## src/rtl/dmem_lsu.sv

```systemverilog
// -----------------------------------------------------------------------------
// dmem_lsu
//
// Load/store initiator between the core's memory stage and a word-addressed
// data memory. Byte, halfword and word requests are turned into word-only
// memory accesses:
//   - loads read the containing word, extract the lane and sign- or
//     zero-extend it;
//   - word stores write straight through;
//   - byte/half stores do a read-modify-write of the containing word.
// Misaligned accesses, the reserved size and word indices at or above
// MEM_WORDS are answered with an error response and never reach the memory.
//
// Ports
//   clk, reset_n            clock (rising edge), asynchronous active-low reset
//   req_valid / req_ready   request handshake (ready only while idle)
//   req_we                  1 = store, 0 = load
//   req_size                0 = byte, 1 = half, 2 = word, 3 = reserved
//   req_signed              sign-extend sub-word loads
//   req_addr                byte address
//   req_wdata               right-aligned store data
//   rsp_valid / rsp_ready   response handshake
//   rsp_rdata               extended load data (0 for stores and errors)
//   rsp_err                 request rejected
//   mem_we, mem_a, mem_wd   memory write enable, word-aligned address, data
//   mem_rd                  memory read data, combinational in mem_a
// -----------------------------------------------------------------------------
module dmem_lsu #(
   parameter int MEM_WORDS = 64
) (
   input  logic        clk,
   input  logic        reset_n,
   input  logic        req_valid,
   output logic        req_ready,
   input  logic        req_we,
   input  logic [1:0]  req_size,
   input  logic        req_signed,
   input  logic [31:0] req_addr,
   input  logic [31:0] req_wdata,
   output logic        rsp_valid,
   input  logic        rsp_ready,
   output logic [31:0] rsp_rdata,
   output logic        rsp_err,
   output logic        mem_we,
   output logic [31:0] mem_a,
   output logic [31:0] mem_wd,
   input  logic [31:0] mem_rd
);

   localparam logic [1:0]  SZ_BYTE  = 2'd0;
   localparam logic [1:0]  SZ_HALF  = 2'd1;
   localparam logic [1:0]  SZ_WORD  = 2'd2;
   localparam logic [1:0]  SZ_RSVD  = 2'd3;
   localparam logic [29:0] LP_WORDS = 30'(MEM_WORDS);

   typedef enum logic [1:0] {
      ST_IDLE,
      ST_READ,
      ST_WRITE,
      ST_RESP
   } state_t;

   state_t      r_state;
   logic        r_we;
   logic [1:0]  r_size;
   logic        r_signed;
   logic [1:0]  r_lane;
   logic [31:0] r_wdata;

   logic        r_req_ready;
   logic        r_rsp_valid;
   logic        r_rsp_err;
   logic [31:0] r_rsp_rdata;
   logic        r_mem_we;
   logic [31:0] r_mem_a;
   logic [31:0] r_mem_wd;

   logic        w_accept;
   logic        w_err;
   logic        w_word_store;

   // Pick the addressed lane out of a memory word and extend it to 32 bits.
   function automatic logic [31:0] f_extract(input logic [31:0] word,
                                             input logic [1:0]  size,
                                             input logic        sgn,
                                             input logic [1:0]  lane);
      logic [7:0]  v_b;
      logic [15:0] v_h;
      logic [31:0] v_res;
      case (lane)
         2'd0:    v_b = word[7:0];
         2'd1:    v_b = word[15:8];
         2'd2:    v_b = word[23:16];
         default: v_b = word[31:24];
      endcase
      v_h = lane[1] ? word[31:16] : word[15:0];
      case (size)
         SZ_BYTE: v_res = {{24{sgn & v_b[7]}}, v_b};
         SZ_HALF: v_res = {{16{sgn & v_h[15]}}, v_h};
         default: v_res = word;
      endcase
      return v_res;
   endfunction

   // Overlay right-aligned store data onto the addressed lane of a word,
   // leaving every other byte untouched.
   function automatic logic [31:0] f_merge(input logic [31:0] word,
                                           input logic [31:0] wdata,
                                           input logic [1:0]  size,
                                           input logic [1:0]  lane);
      logic [31:0] v_res;
      v_res = word;
      case (size)
         SZ_BYTE: begin
            case (lane)
               2'd0:    v_res[7:0]   = wdata[7:0];
               2'd1:    v_res[15:8]  = wdata[7:0];
               2'd2:    v_res[23:16] = wdata[7:0];
               default: v_res[31:24] = wdata[7:0];
            endcase
         end
         SZ_HALF: begin
            if (lane[1]) v_res[31:16] = wdata[15:0];
            else         v_res[15:0]  = wdata[15:0];
         end
         default: v_res = wdata;
      endcase
      return v_res;
   endfunction

   assign w_accept     = req_valid & r_req_ready;
   assign w_word_store = req_we & (req_size == SZ_WORD);

   // Request legality, evaluated in priority order on the live request.
   always_comb begin
      w_err = 1'b0;
      if (req_size == SZ_RSVD)
         w_err = 1'b1;
      else if ((req_size == SZ_HALF) && req_addr[0])
         w_err = 1'b1;
      else if ((req_size == SZ_WORD) && (req_addr[1:0] != 2'b00))
         w_err = 1'b1;
      else if (req_addr[31:2] >= LP_WORDS)
         w_err = 1'b1;
   end

   always_ff @(posedge clk or negedge reset_n) begin
      if (!reset_n) begin
         r_state     <= ST_IDLE;
         r_we        <= 1'b0;
         r_size      <= SZ_BYTE;
         r_signed    <= 1'b0;
         r_lane      <= 2'd0;
         r_wdata     <= 32'd0;
         r_req_ready <= 1'b1;
         r_rsp_valid <= 1'b0;
         r_rsp_err   <= 1'b0;
         r_rsp_rdata <= 32'd0;
         r_mem_we    <= 1'b0;
         r_mem_a     <= 32'd0;
         r_mem_wd    <= 32'd0;
      end else begin
         case (r_state)
            ST_IDLE: begin
               if (w_accept) begin
                  r_req_ready <= 1'b0;
                  r_we        <= req_we;
                  r_size      <= req_size;
                  r_signed    <= req_signed;
                  r_lane      <= req_addr[1:0];
                  r_wdata     <= req_wdata;
                  r_rsp_rdata <= 32'd0;
                  if (w_err) begin
                     // Rejected requests never touch the memory port, so an
                     // out-of-range address is not placed on mem_a.
                     r_rsp_err   <= 1'b1;
                     r_rsp_valid <= 1'b1;
                     r_state     <= ST_RESP;
                  end else begin
                     r_rsp_err <= 1'b0;
                     r_mem_a   <= {req_addr[31:2], 2'b00};
                     if (w_word_store) begin
                        r_mem_wd <= req_wdata;
                        r_mem_we <= 1'b1;
                        r_state  <= ST_WRITE;
                     end else begin
                        r_state <= ST_READ;
                     end
                  end
               end
            end

            ST_READ: begin
               // mem_rd is combinational in mem_a, already driven this cycle.
               if (r_we) begin
                  r_mem_wd <= f_merge(mem_rd, r_wdata, r_size, r_lane);
                  r_mem_we <= 1'b1;
                  r_state  <= ST_WRITE;
               end else begin
                  r_rsp_rdata <= f_extract(mem_rd, r_size, r_signed, r_lane);
                  r_rsp_valid <= 1'b1;
                  r_state     <= ST_RESP;
               end
            end

            ST_WRITE: begin
               r_mem_we    <= 1'b0;
               r_rsp_valid <= 1'b1;
               r_state     <= ST_RESP;
            end

            ST_RESP: begin
               if (rsp_ready) begin
                  r_rsp_valid <= 1'b0;
                  r_req_ready <= 1'b1;
                  r_state     <= ST_IDLE;
               end
            end

            default: begin
               r_mem_we    <= 1'b0;
               r_rsp_valid <= 1'b0;
               r_req_ready <= 1'b1;
               r_state     <= ST_IDLE;
            end
         endcase
      end
   end

   assign req_ready = r_req_ready;
   assign rsp_valid = r_rsp_valid;
   assign rsp_err   = r_rsp_err;
   assign rsp_rdata = r_rsp_rdata;
   assign mem_we    = r_mem_we;
   assign mem_a     = r_mem_a;
   assign mem_wd    = r_mem_wd;

endmodule

```

## config.mk

```make
export PLATFORM = sky130hd
export DESIGN_NAME = dmem_lsu
export DESIGN_NICKNAME = d
export VERILOG_FILES = /design/src/rtl/dmem_lsu.sv
export SDC_FILE = /design/constraint.sdc
export NUM_CORES = 1
export LEC_CHECK = 0
export CELL_PAD_IN_SITES_DETAIL_PLACEMENT = 0
export CELL_PAD_IN_SITES_GLOBAL_PLACEMENT = 1
export CORE_MARGIN = 10
export CORE_UTILIZATION = 37
export DETAILED_ROUTE_END_ITERATION = 6
export PLACE_DENSITY_LB_ADDON = 0.1
export SLEW_MARGIN = 25
export SYNTH_ARGS = -nofsm -noshare
export SYNTH_HDL_FRONTEND = slang
export SYNTH_SLANG_ARGS = --single-unit
```

## constraint.sdc

```tcl
create_clock -name clk -period 2.9 [get_ports clk]
set_input_delay 0.29 -clock clk [delete_from_list [all_inputs] [get_ports clk]]
set_output_delay 0.29 -clock clk [all_outputs]
set_load 0.01 [all_outputs]
```

Word-level counts from Yosys, hierarchy flattened
Index checks and enable logic that the tools add are counted.

Register bits after elaboration: 138. Word-level logic and storage cells: 97. Output and inout bits: 100.

Eq/ne operators: 16. Bitwise logic cells: 5. Mux-type cells: 44. Magnitude comparators: 1. Reduce and logical (&&, ||, !) cells: 18.

Operators by type and width (number): 32-bit case mux with 2 select lines (4); 32-bit two-way mux (6); 16-bit two-way mux (3); 8-bit two-way mux (6); 30-bit by 7-bit greater-or-equal comparator with 1-bit output (second input constant) (1); 8-bit case mux with 3 select lines (1); 1-bit two-way mux (16); 2-bit inequality test (second input constant) (7); 2-bit equality test (second input constant) (5); 5-bit AND reduction (2); 3-bit AND reduction (3); 2-bit by 1-bit equality test with 1-bit output (second input constant) (4); 2-bit two-way mux (4); 2-bit case mux with 4 select lines (1); 2-bit zero test (3); 2-bit nonzero test (3); 1-bit AND (4); 1-bit case mux with 4 select lines (1); 2-bit AND reduction (2); 4-bit AND reduction (1); 1-bit case mux with 3 select lines (1); 3-bit nonzero test (1); 3-bit OR reduction (1); 1-bit logical AND (2); 2 further kinds (2).

Longest topological paths before layout
Gate-level depths: netlist of run 1.

Depth after elaboration: 8. Gate-level depth with buffers: 9.

Least setup slack after synthesis of run 1
OpenSTA, ideal clock, no wires.

Path type: register to register. From: reg r_state[0]. To: reg r_mem_a[3] (netlist: mem_a[3]). Data arrival time: 2033 ps. Clock period less this slack: 2158 ps. Setup slack: 742 ps. Data required time: 2775 ps. Stages on the path, launching flop included: 8. Setup time: 125 ps. Path through: dfrtp_1 inv_1 ha_1 clkbuf_1 nand3_1 nor4_2 buf_2 mux2_2.

Longest elaborated chain between the ends: 2.

RTL lines: start: declaration (RTL line 63) `state_t r_state;`; start signal: assignment (RTL line 149) `r_state <= ST_IDLE;`; start signal: assignment (RTL line 178) `r_state <= ST_RESP;`; start signal: assignment (RTL line 185) `r_state <= ST_WRITE;`; 2-bit zero test (RTL line 163) `case (r_state)`; 3-bit AND reduction (no line); end signal: assignment (RTL line 181) `r_mem_a <= {req_addr[31:2], 2'b00};`; end: declaration (RTL line 75) `logic [31:0] r_mem_a;`.

Every way passes these cells. A chain may end at the register's enable or synchronous reset.

Final worst setup path of run 1
From: reg r_state[0]. To: reg r_rsp_rdata[18] (netlist: rsp_rdata[18]).

Longest elaborated chain between the ends: 3.

RTL lines: 2-bit by 1-bit equality test with 1-bit output / 2-bit zero test (equally long branches) (RTL line 163); 2-bit inequality test (no line) / 2-bit nonzero test (equally long branches); 3-bit AND reduction (no line); end signal: assignment (RTL line 200) `r_rsp_rdata <= f_extract(mem_rd, r_size, r_signed, r_lane);`; end: declaration (RTL line 73) `logic [31:0] r_rsp_rdata;`.

Several ways; a longest one is shown, not always the timed one.

==> flow_summary.toml, run 1 <==
[run_status]
status = "finished clean"

[power]
worst_ir_drop_vdd_mv = 0.4981
p_per_area_nw_per_um2 = 1011
leakage_nw = 4.305

[route]
drtAntennaViolNets = 0
vias = 5724
vias_per_cell = 5.415
route.detailed.drc = 0
drt_iter0_markers = 351
firstDrtPassIters = 6
detail_route.wirelength_um = 22770
routedWlPerCell_um = 21.54

[sta]
fin_crit_sh = 0.8347
maxSlewViolCount = 0
hold_viol = 0
rsz0062_at_grt = "no"
fmax_mhz = 413.1
skew_ns = 0.005489
setup_viol = 0
whs_ns = 0.4715
worstMarginPinSlew_ns = 0.9057
timing.slew.headroom = 0.3962
period_needed_ns = 2.421
setup_tns_ns = 0

[yosys]
synth_xor_area_frac = 0
synthFlopType = "dfrtp_1"
syn_avg_cell_area_um2 = 10.98
synth_top_family_by_area = "compound AO/OA/AOI/OAI gates"
yosysWarnings = 0
synthCells = 623
syn-cell-area_um2 = 6839
synthArstFlopShare = 1.000
synth_seq_area_share = 0.5051
ys_ff_latch = 138
synthMuxAreaShare = 0.1630
synth-simple-area-share = 0.1121
synth_edf_count = 0
synth_compound_area_frac = 0.1668
synth_cell_types = 45
synthAdderAreaFrac = 0.007318

[die]
die_x_um = 156.0
die-area_um2 = 24320
die_h_um = 156.0
core_area_um2 = 18090
io_pins = 204
rows = 49
start_util = 0.3781

[placed_design]
detailed_place_hpwl_um = 17250
place_congestion = 0.8490
io_buffers = 201

[cts]
clk_latency_ns = 0.42
clock-root-buffer = "clkbuf_16"
cts_tree = "built"
cts_num_sinks = 138
cts_buffer_depth = 2
clk_transition_reported_paths_ns = 0.06
numCtsBuffers = 17
htree_levels = 4
cts_resized = 0

[finish]
final_common_cell = "clkdlybuf4s50_1"
antenna_cells = 0
layout-area-overhead-vs-synth_pct = 41.91
multi_input_area_um2 = 3104
final_cell_mix = "clkdlybuf4s50_1, dfrtp_1, a21oi_1"
drive_gt1_frac = 0.1594
fillers = 1568
nNetsFinal = 923
seq_area_um2 = 3455

[global_routing]
grt_pass1_wl_um = 35380
antenna_found_initial = 0
gr-usage-all-layers = 0.1875
grt_max_degree = 79
grt_pass1_vias = 6130
grt-ovfl-total = 0

[setup_path]
critical_path.max_fanout = 15
worstPathRequired_ns = 3.25
crit_arrival_ns = 2.77
crit_type = "reg2reg"
crit_slowest_cell = "a2111oi_4"
critPathBufInv = 1
crit_path_end_kind = "register"
cpPeakStageDelay_ns = 0.90
path_delay_family = "compound AO/OA/AOI/OAI gates"
worstPathCellList = "inv_1 > ha_1 > a21boi_0 > nand2b_1 > a2111oi_4 > a221o_1"
start_kind = "register"

[job]
maxCapViolCount = 0

[worst_hold_path]
timing.hold.worst.class = "in2reg"
-- per-stage QoR --
stage	total power, mW	instances	setup slack, ns	cell area, um^2	util
after floorplan	5.859	624	0.7424	6843	-
after global placement	7.596	1024	0.3865	9109	0.5036
after detailed placement	7.714	1024	0.3408	9109	0.5036
after CTS	9.900	1057	0.4503	9706	0.5366
after global routing	10.44	1057	0.2229	9706	0.5366
final	9.814	1057	0.4794	9706	0.5366
-- layer usage --
| layer | routed length, um | GRT usage |
|---|---|---|
| met1 | 9634 | 0.2278 |
| met2 | 10660 | 0.2967 |
| met3 | 1904 | 0.06534 |
| met4 | 569 | 0.07959 |
| met5 | 0 | 0 |
-- cells by family after synthesis --
family                     Yosys count
AOI/OAI and AO/OA                  171
adders and majority gates            4
buffers and inverters               71
DFF                                138
muxes                               90
other                                1
and+or+nand+nor                    148
-- report_power, final --
group | internal (mW) | total [mW] | switching [mW]
Combinational | 2.30 | 4.54 | 2.23
Clock | 1.25 | 2.14 | 0.897
Sequential | 2.60 | 3.13 | 0.533
Total | 6.15 | 9.81 | 3.66
-- state kept, by name, indices dropped and copies added (netlist names) --
register   cells
mem_wd        32
r_lane         2
mem_we         1
rsp_valid      1
mem_a         30
r_state        2
r_signed       1
r_we           1
r_size         2
rsp_err        1
r_wdata       32
req_ready      1
rsp_rdata     32
-- worst register-to-register path: stages (launching register included) --
cell and delay [ns]:
dfrtp_1 0.40, inv_1 0.08, ha_1 0.22, a21boi_0 0.17, nand2b_1 0.35, a2111oi_4 0.90
a221o_1 0.23
-- area by class of cell --
class	instances	share of cell area
Clock inverter	13	0.01379
Sequential cell	138	0.3559
Inverter	22	0.008508
Multi-Input combinational cell	415	0.3198
Clock buffer	19	0.04667
Timing Repair Buffer	221	0.2257
Tap cell	229	0.02952
-- cell usage after synthesis, drive strengths merged, types with 2 or more instances --
| library cell | count | area [um^2] |
|---|---|---|
| a211oi | 8 | 60.06 |
| a21oi | 49 | 249.0 |
| a221o | 23 | 230.2 |
| a222oi | 8 | 80.08 |
| a22oi | 16 | 120.1 |
| a31oi | 8 | 50.05 |
| and3 | 10 | 62.56 |
| buf | 18 | 108.9 |
| clkbuf | 31 | 116.4 |
| dfrtp | 137 | 3428 |
| ha | 4 | 50.05 |
| inv | 22 | 82.58 |
| mux2 | 71 | 912.1 |
| mux2i | 18 | 180.2 |
| nand2 | 33 | 123.9 |
| nand2b | 4 | 25.02 |
| nand3 | 2 | 10.01 |
| nand3b | 8 | 60.06 |
| nor2 | 38 | 142.6 |
| nor2b | 27 | 168.9 |
| nor3 | 12 | 60.06 |
| nor4 | 9 | 77.57 |
| o21ai | 38 | 190.2 |
| o22ai | 15 | 93.84 |
-- final timing paths --
path / startpoint / end / slack (ns) / cells past startpoint
setup / recovery: r_state[0] / rsp_rdata[18] / 0.48 / 6
hold / removal: req_wdata[19] / r_wdata[19] / 0.47 / 3
setup reg to reg: r_state[0] / rsp_rdata[18] / 0.48 / 6
hold reg to reg: rsp_rdata[6] / rsp_rdata[6] / 0.47 / 2
max in group asynchronous: reset_n / req_ready / 1.55 / 3
min in group asynchronous: reset_n / rsp_rdata[19] / 0.48 / 2
-- timing repair --
action / 4_1_cts / 5_1_grt
buffers inserted: 0 / 0
hold endpoints to repair: 76 / 0
setup endpoints to repair: 0 / 0
hold buffers: 1 / 0
Note: power is estimated with default switching activity, not from simulation.
==> run 2, diff against run 1 <==
- clock period: 2.9 -> 2.5 ns (I/O delays scaled with it)
==> run 2 against run 1 <==
Power rose by 18%. Global-route usage rose by 0.083 points. Sequential power rose by 17%. Critical path depth did not move. Combinational power rose by 17%.
==> flow_summary.toml, run 2 (synthesis gave the netlist of run 1 again) <==
[cts]
clock-root-buffer = "clkbuf_16"
cts_tree = "built"
clk_latency_ns = 0.42
clk_transition_reported_paths_ns = 0.06
numCtsBuffers = 17
cts_num_sinks = 138
htree_levels = 4
cts_resized = 0
cts_buffer_depth = 2

[sta]
fin_crit_sh = 0.9479
maxSlewViolCount = 0
skew_ns = 0.009561
timing.slew.headroom = 0.3423
setup_viol = 0
period_needed_ns = 2.370
hold_viol = 0
fmax_mhz = 422.0
worstMarginPinSlew_ns = 0.9865
rsz0062_at_grt = "no"

[setup_path]
critical_path.max_fanout = 15
start_kind = "register"
critPathBufInv = 1
worstPathCellList = "inv_1 > ha_2 > nor2b_1 > nand2b_1 > a2111oi_4 > a221o_1"
path_delay_family = "compound AO/OA/AOI/OAI gates"
crit_type = "reg2reg"
cpPeakStageDelay_ns = 0.88
crit_path_end_kind = "register"
crit_arrival_ns = 2.72
crit_slowest_cell = "a2111oi_4"
worstPathRequired_ns = 2.85

[finish]
final_area_um2 = 9774
multi_input_area_um2 = 3104
seq_area_um2 = 3455
drive_gt1_frac = 0.1635
final_common_cell = "clkdlybuf4s50_1"
antenna_cells = 0
fin_util = 0.5404
layout-area-overhead-vs-synth_pct = 42.92
fillers = 1563
final_cell_mix = "clkdlybuf4s50_1, dfrtp_1, a21oi_1"
nNetsFinal = 927

[global_routing]
antenna_found_initial = 0
grt_max_degree = 65
grt-ovfl-total = 0
gr-usage-all-layers = 0.1883
grt_pass1_vias = 6195
grt_pass1_wl_um = 35610

[route]
drtAntennaViolNets = 0
routedWlPerCell_um = 21.72
vias = 5775
detail_route.wirelength_um = 23040
vias_per_cell = 5.443
drt_iter0_markers = 398
firstDrtPassIters = 6
route.detailed.drc = 0

[power]
worst_ir_drop_vdd_mv = 0.6480
leakage_nw = 4.338
p_per_area_nw_per_um2 = 1185

[die]
start_util = 0.3781
die_h_um = 156.0
core_area_um2 = 18090
io_pins = 204
die-area_um2 = 24320
die_x_um = 156.0
rows = 49

[placed_design]
place_congestion = 0.8768
detailed_place_hpwl_um = 17270
dpl_cell_area_um2 = 9151
io_buffers = 201

[job]
maxCapViolCount = 0

[worst_hold_path]
timing.hold.worst.class = "in2async"

[run_status]
status = "finished clean"
-- run 2: cell types whose count changed in the layout (fill, tap and decap cells not counted) --
cell | before | now
inv_6 | 3 | 6
bufinv_16 | 1 | 3
clkinv_4 | 4 | 2
inv_8 | 2 | 0
clkbuf_8 | 2 | 0
buf_12 | 2 | 3
clkinvlp_4 | 2 | 3
buf_4 | 17 | 20
-- run 2: power breakdown --
group	internal, mW	switching [mW]
sequential	3.01	0.637
clock	1.59	1.05
combinational	2.70	2.59
-- run 2: worst paths after layout --
kind	startpoint	to	slack, ns	depth (start not counted)
max in group asynchronous	reset_n	mem_wd[4]	1.37	3
worst max register to register	r_state[1]	rsp_rdata[24]	0.13	6
min in group clk	req_wdata[22]	r_wdata[22]	0.42	3
worst min register to register	rsp_rdata[6]	rsp_rdata[6]	0.47	2
worst max-delay path	r_state[1]	rsp_rdata[24]	0.13	6
worst min-delay path	reset_n	rsp_rdata[24]	0.36	2
-- run 2: worst reg2reg max path, delay by kind of cell (launching register included) --
kind                     cells  cell delay (ns)
adder cells (fa/ha/maj)      1             0.20
AND/OR/NAND/NOR              2             0.46
AO/OA/AOI/OAI                2             1.12
flip-flops                   1             0.42
buffers and inverters        1             0.10
-- run 2: routing by layer --
layer / vias up / global-route usage / part of all wire
met5: - / 0 / 0
met4: 0 / 0.05845 / 0.019
met3: 25 / 0.07665 / 0.095
met2: 253 / 0.3038 / 0.47
met1: 2818 / 0.2253 / 0.41
li1: 2679 / - / -
-- run 2: what timing repair did --
item | CTS | global route
hold endpoints to repair | 53 | 0
hold buffers | 1 | 0
setup endpoints to repair | 0 | 14
buffers inserted | 0 | 0
-- run 2: layout make-up --
type	count	area share
Sequential cell	138	0.3534
Clock buffer	17	0.04352
Multi-Input combinational cell	415	0.3176
Timing Repair Buffer	225	0.2285
Inverter	22	0.008449
Tap cell	229	0.02931
Clock inverter	15	0.01920
-- run 2: through the flow --
stage	hold WS [ns]	setup slack, ns	TNS [ns]	instances	total power [mW]
global placement	0.2379	0.04669	0	1028	8.857
global route	0.4078	0.01054	0	1061	12.31
detailed placement	0.2498	-0.007364	-0.007364	1028	8.975
CTS	0.3663	0.1265	0	1061	11.67
finish	0.3614	0.1301	0	1061	11.58
floorplan	-0.04559	0.3424	0	624	6.796
